--- src/rtl/control_sequencer.sv ---
// Five-state instruction sequencer for a 4-bit accumulator machine.
// Each instruction runs FETCH -> DECODE -> EXEC; opcode F parks the block in HALT until reset.
module control_sequencer #(
    parameter logic [3:0] PC_RESET = 4'h0
) (
    input  logic       CLK,
    input  logic       RST_N,
    input  logic       start,
    input  logic [7:0] instr,
    input  logic       zero_flag,
    output logic [3:0] pc,
    output logic [3:0] operand,
    output logic       acc_en,
    output logic       acc_clr,
    output logic [1:0] alu_op,
    output logic       mem_we,
    output logic       busy,
    output logic       halted
);

    typedef enum logic [2:0] {
        ST_IDLE   = 3'd0,
        ST_FETCH  = 3'd1,
        ST_DECODE = 3'd2,
        ST_EXEC   = 3'd3,
        ST_HALT   = 3'd4
    } state_t;

    localparam logic [3:0] OP_LDI   = 4'h1;
    localparam logic [3:0] OP_ADD   = 4'h2;
    localparam logic [3:0] OP_SUB   = 4'h3;
    localparam logic [3:0] OP_AND   = 4'h4;
    localparam logic [3:0] OP_STORE = 4'h5;
    localparam logic [3:0] OP_JMP   = 4'h6;
    localparam logic [3:0] OP_JZ    = 4'h7;
    localparam logic [3:0] OP_CLRA  = 4'h8;
    localparam logic [3:0] OP_HALT  = 4'hF;

    state_t     state_r;
    logic [7:0] ir_r;
    logic [3:0] opcode_s;

    assign opcode_s = ir_r[7:4];
    assign operand  = ir_r[3:0];

    // Sequencer state, IR, pc and registered strobes/status.
    // Strobes are armed on the DECODE->EXEC edge so they are high exactly during EXEC.
    always_ff @(posedge CLK or negedge RST_N) begin
        if (!RST_N) begin
            state_r <= ST_IDLE;
            ir_r    <= 8'h00;
            pc      <= PC_RESET;
            acc_en  <= 1'b0;
            acc_clr <= 1'b0;
            alu_op  <= 2'b00;
            mem_we  <= 1'b0;
            busy    <= 1'b0;
            halted  <= 1'b0;
        end else begin
            acc_en  <= 1'b0;
            acc_clr <= 1'b0;
            alu_op  <= 2'b00;
            mem_we  <= 1'b0;
            case (state_r)
                ST_IDLE: begin
                    if (start) begin
                        state_r <= ST_FETCH;
                        busy    <= 1'b1;
                    end else begin
                        state_r <= ST_IDLE;
                        busy    <= 1'b0;
                    end
                    halted <= 1'b0;
                end
                ST_FETCH: begin
                    ir_r    <= instr;
                    pc      <= pc + 4'h1;
                    state_r <= ST_DECODE;
                end
                ST_DECODE: begin
                    if (opcode_s == OP_HALT) begin
                        state_r <= ST_HALT;
                        busy    <= 1'b0;
                        halted  <= 1'b1;
                    end else begin
                        state_r <= ST_EXEC;
                        case (opcode_s)
                            OP_LDI:   begin acc_en <= 1'b1; alu_op <= 2'b00; end
                            OP_ADD:   begin acc_en <= 1'b1; alu_op <= 2'b01; end
                            OP_SUB:   begin acc_en <= 1'b1; alu_op <= 2'b10; end
                            OP_AND:   begin acc_en <= 1'b1; alu_op <= 2'b11; end
                            OP_STORE: mem_we  <= 1'b1;
                            OP_CLRA:  acc_clr <= 1'b1;
                            default:  acc_en  <= 1'b0;
                        endcase
                    end
                end
                ST_EXEC: begin
                    state_r <= ST_FETCH;
                    // zero_flag is only looked at here, for a JZ
                    case (opcode_s)
                        OP_JMP:  pc <= ir_r[3:0];
                        OP_JZ:   pc <= zero_flag ? ir_r[3:0] : pc;
                        default: pc <= pc;
                    endcase
                end
                ST_HALT: begin
                    state_r <= ST_HALT;
                    busy    <= 1'b0;
                    halted  <= 1'b1;
                end
                default: begin
                    state_r <= ST_IDLE;
                    busy    <= 1'b0;
                    halted  <= 1'b0;
                end
            endcase
        end
    end

endmodule

--- config.mk ---
export PLATFORM = sky130hd
export DESIGN_NAME = control_sequencer
export DESIGN_NICKNAME = d
export VERILOG_FILES = /design/src/rtl/control_sequencer.sv
export SDC_FILE = /design/constraint.sdc
export NUM_CORES = 1
export LEC_CHECK = 0
export ABC_CLOCK_PERIOD_IN_PS = 2500
export CORE_ASPECT_RATIO = 1.25
export CORE_MARGIN = 5
export CORE_UTILIZATION = 45
export DETAILED_ROUTE_END_ITERATION = 10
export DONT_BUFFER_PORTS = 1
export PLACE_DENSITY = 0.61
export SLEW_MARGIN = 20
export SYNTH_ARGS = -nofsm -noshare
export SYNTH_HDL_FRONTEND = slang
export SYNTH_SLANG_ARGS = --single-unit
--- constraint.sdc ---
create_clock -name CLK -period 2.5 [get_ports CLK]
set_input_delay 0.5 -clock CLK [delete_from_list [all_inputs] [get_ports CLK]]
set_output_delay 0.5 -clock CLK [all_outputs]
set_load 0.05 [all_outputs]
==> out/metrics.cfg <==
[sta]
skew_ns = 0.008757
drv_slew = 0
tns_ns = 0
setup_viol = 0
setup_slack_ns = 0.8806
rsz0062_at_grt = no
post-route-min-period_ns = 1.619
worst_hold_slack_ns = 0.1297
finalHoldViolCount = 0
slew_headroom_pct = 59.84
tightest_slew_ns = 0.6024
finalCritPeriodShare_pct = 64.78
max_freq_mhz = 617.5

[global_route]
grt_pass1_vias = 730
grt_start_max_net_pins = 23
antenna_found_initial = 0
grt_pass1_wl_mm = 3.263
track_usage_pct = 12.66
gr-total-overflow = 0

[cts]
clk_latency_ns = 0.31
numCtsBuffers = 3
cts_sinks = 22
ctsResizeCount = 0
ctsLongestPathBuffers = 2
cts-root-buf = clkbuf_4
cts_tree = yes
htreeDepth = 1
cts.clk_slew.worst_paths_ns = 0.13
cts_setup_buffers = 0

[synthesis]
seq_area_frac_synth_pct = 49.44
synth_flop_cell = dfrtp_1
syn-cell-area_sq_um = 1114
synthMuxAreaShare_pct = 9.101
synth-compound-area-share_pct = 12.92
synth_edf_count = 0
synth_top_family_by_area = simple AND/OR/NAND/NOR gates
synth-seq-cells = 22
synth_nets = 117
synth.distinct_cells = 37
syn_area_per_cell_sq_um = 10.71
yosysTopAreaCellShare_pct = 49.44
synth_xor_area_share_pct = 1.573
yosysTopAreaCell = dfrtp_1
synth_fa_ha_area_share_pct = 1.124
yosysWarningCount = 0
synth-simple-area-share_pct = 17.42
async_flop_share_pct = 100.0
synthTopCellsByArea = dfrtp_1 49%, mux2_1 8.1%, buf_4 4.0%
syn_inst = 104

[setup_path]
reg2reg_depth = 3
crit_chain = nor2b_4 -> and2_1 -> mux2_1
r2r-start = state_r[0]$_DFF_PN0_
required_ns = 2.70
path_depth = 3
crit_fanout = 11
worstPathArrival_ns = 1.82
critical-path-top-delay-family = simple AND/OR/NAND/NOR gates
worstReg2RegEnd = ir_r[2]$_DFFE_PN0P_
r2r_setup_slack_ns = 0.88
slowest_stage = dfrtp_1
slowest_delay_ns = 0.53
critical_path_class = reg2reg
path_buf_inv = 0
end_kind = register
start_kind = register

[floorplanning]
core_sq_um = 2402
start_util_pct = 46.35
die_w_um = 54.50
num_rows = 20
dieArea_sq_um = 3576
io_pins = 27
fp.dieH_um = 65.62

[route]
ant_nets = 0
wl_met1_um = 865
first_iter_violations = 9
finalWirelength_mm = 1.941
avgViaCountPerCell = 5.557
wl_met2_um = 938
drc_errors = 0
drt-wirelength-per-cell_um = 14.82
wl_met3_um = 112
first_pass_iters = 4
top_layer_used = met4
vias = 728

[run_status]
status = completed

[layout]
final.fill_count = 245
num-nets-final = 112
design_area_sq_um = 1130
final_cell_mix = 22 x dfrtp_1, 10 x nor2_1, 8 x mux2_1, 6 x nand2_1, 6 x a21oi_1
area_growth_pct = 1.460
regArea_sq_um = 550.5
antennaDiodeCount = 0
final_common_cell = dfrtp_1
drive_gt1_share_pct = 8.163
multi_input_area_sq_um = 469.2

[place]
place_ws_ns = 0.8860
dp_hpwl_mm = 1.405
gp_congestion = 0.7931
place_area_sq_um = 1072
io_buffers = 0

[flow_run]
cap_violations = 0

[hold_path]
holdCritPathClass = in2async

[routing by layer]
metal  track usage, %  up-vias
li1                 -      348
met1            15.24      355
met2            19.76       21
met3            3.175        4
met4            7.477        0
met5                0        -
[final cells by class]
class	count	area share [%]
Clock inverter	1	2.658
Multi-Input combinational cell	68	41.53
Clock buffer	3	1.993
Inverter	3	0.9967
Sequential cell	22	48.73
Timing Repair Buffer	1	0.4430
Tap cell	33	3.654
[kinds of logic after synthesis]
| kind of cell | after synthesis |
|---|---|
| xor gates and xnor gates | 2 |
| and+or+nand+nor | 34 |
| muxes | 9 |
| AOI/OAI and AO/OA | 22 |
| DFF | 22 |
| buffers and inverters | 14 |
| adders and majority gates | 1 |
[how the worst max path moves through the flow]
stage	from	end	slack, ns
floorplan	pc[0]$_DFFE_PN0P_	pc[2]$_DFFE_PN0P_	1.06
global placement	state_r[0]$_DFF_PN0_	ir_r[7]$_DFFE_PN0P_	0.94
detailed placement	state_r[0]$_DFF_PN0_	ir_r[2]$_DFFE_PN0P_	0.89
CTS	state_r[0]$_DFF_PN0_	ir_r[2]$_DFFE_PN0P_	0.87
global route	state_r[0]$_DFF_PN0_	ir_r[1]$_DFFE_PN0P_	0.81
finish	state_r[0]$_DFF_PN0_	ir_r[2]$_DFFE_PN0P_	0.88
[registers in the layout, summed over array words and instances, names as in the netlist]
| register | cells |
|---|---|
| halted | 1 |
| ir_r | 8 |
| busy | 1 |
| acc_en | 1 |
| alu_op | 2 |
| mem_we | 1 |
| acc_clr | 1 |
| pc | 4 |
| state_r | 3 |
[synth_stat cells, types with 2 or more instances]
library cell / instances
dfrtp_1: 22
nor2_1: 10
mux2_1: 8
a21oi_1: 6
buf_4: 6
nand2_1: 6
o21ai_0: 4
buf_2: 3
inv_1: 3
nand3b_1: 3
a21o_1: 2
and3b_1: 2
buf_6: 2
nand2b_1: 2
nor3_1: 2
or3_1: 2
[what timing repair did]
| item | CTS | global route |
|---|---|---|
| hold buffers | 1 | 0 |
| setup endpoints to repair | 0 | 0 |
| endpoints found under the hold margin | 22 | 0 |
[stage by stage]
stage	util (%)	cells
CTS	47.24	131
global placement	44.64	126
floorplan	-	104
global route	47.03	131
detailed placement	44.64	126
finish	47.03	131
Power is not shown: default switching activity piles up to over one toggle a cycle in this logic, so the estimate is an artifact.
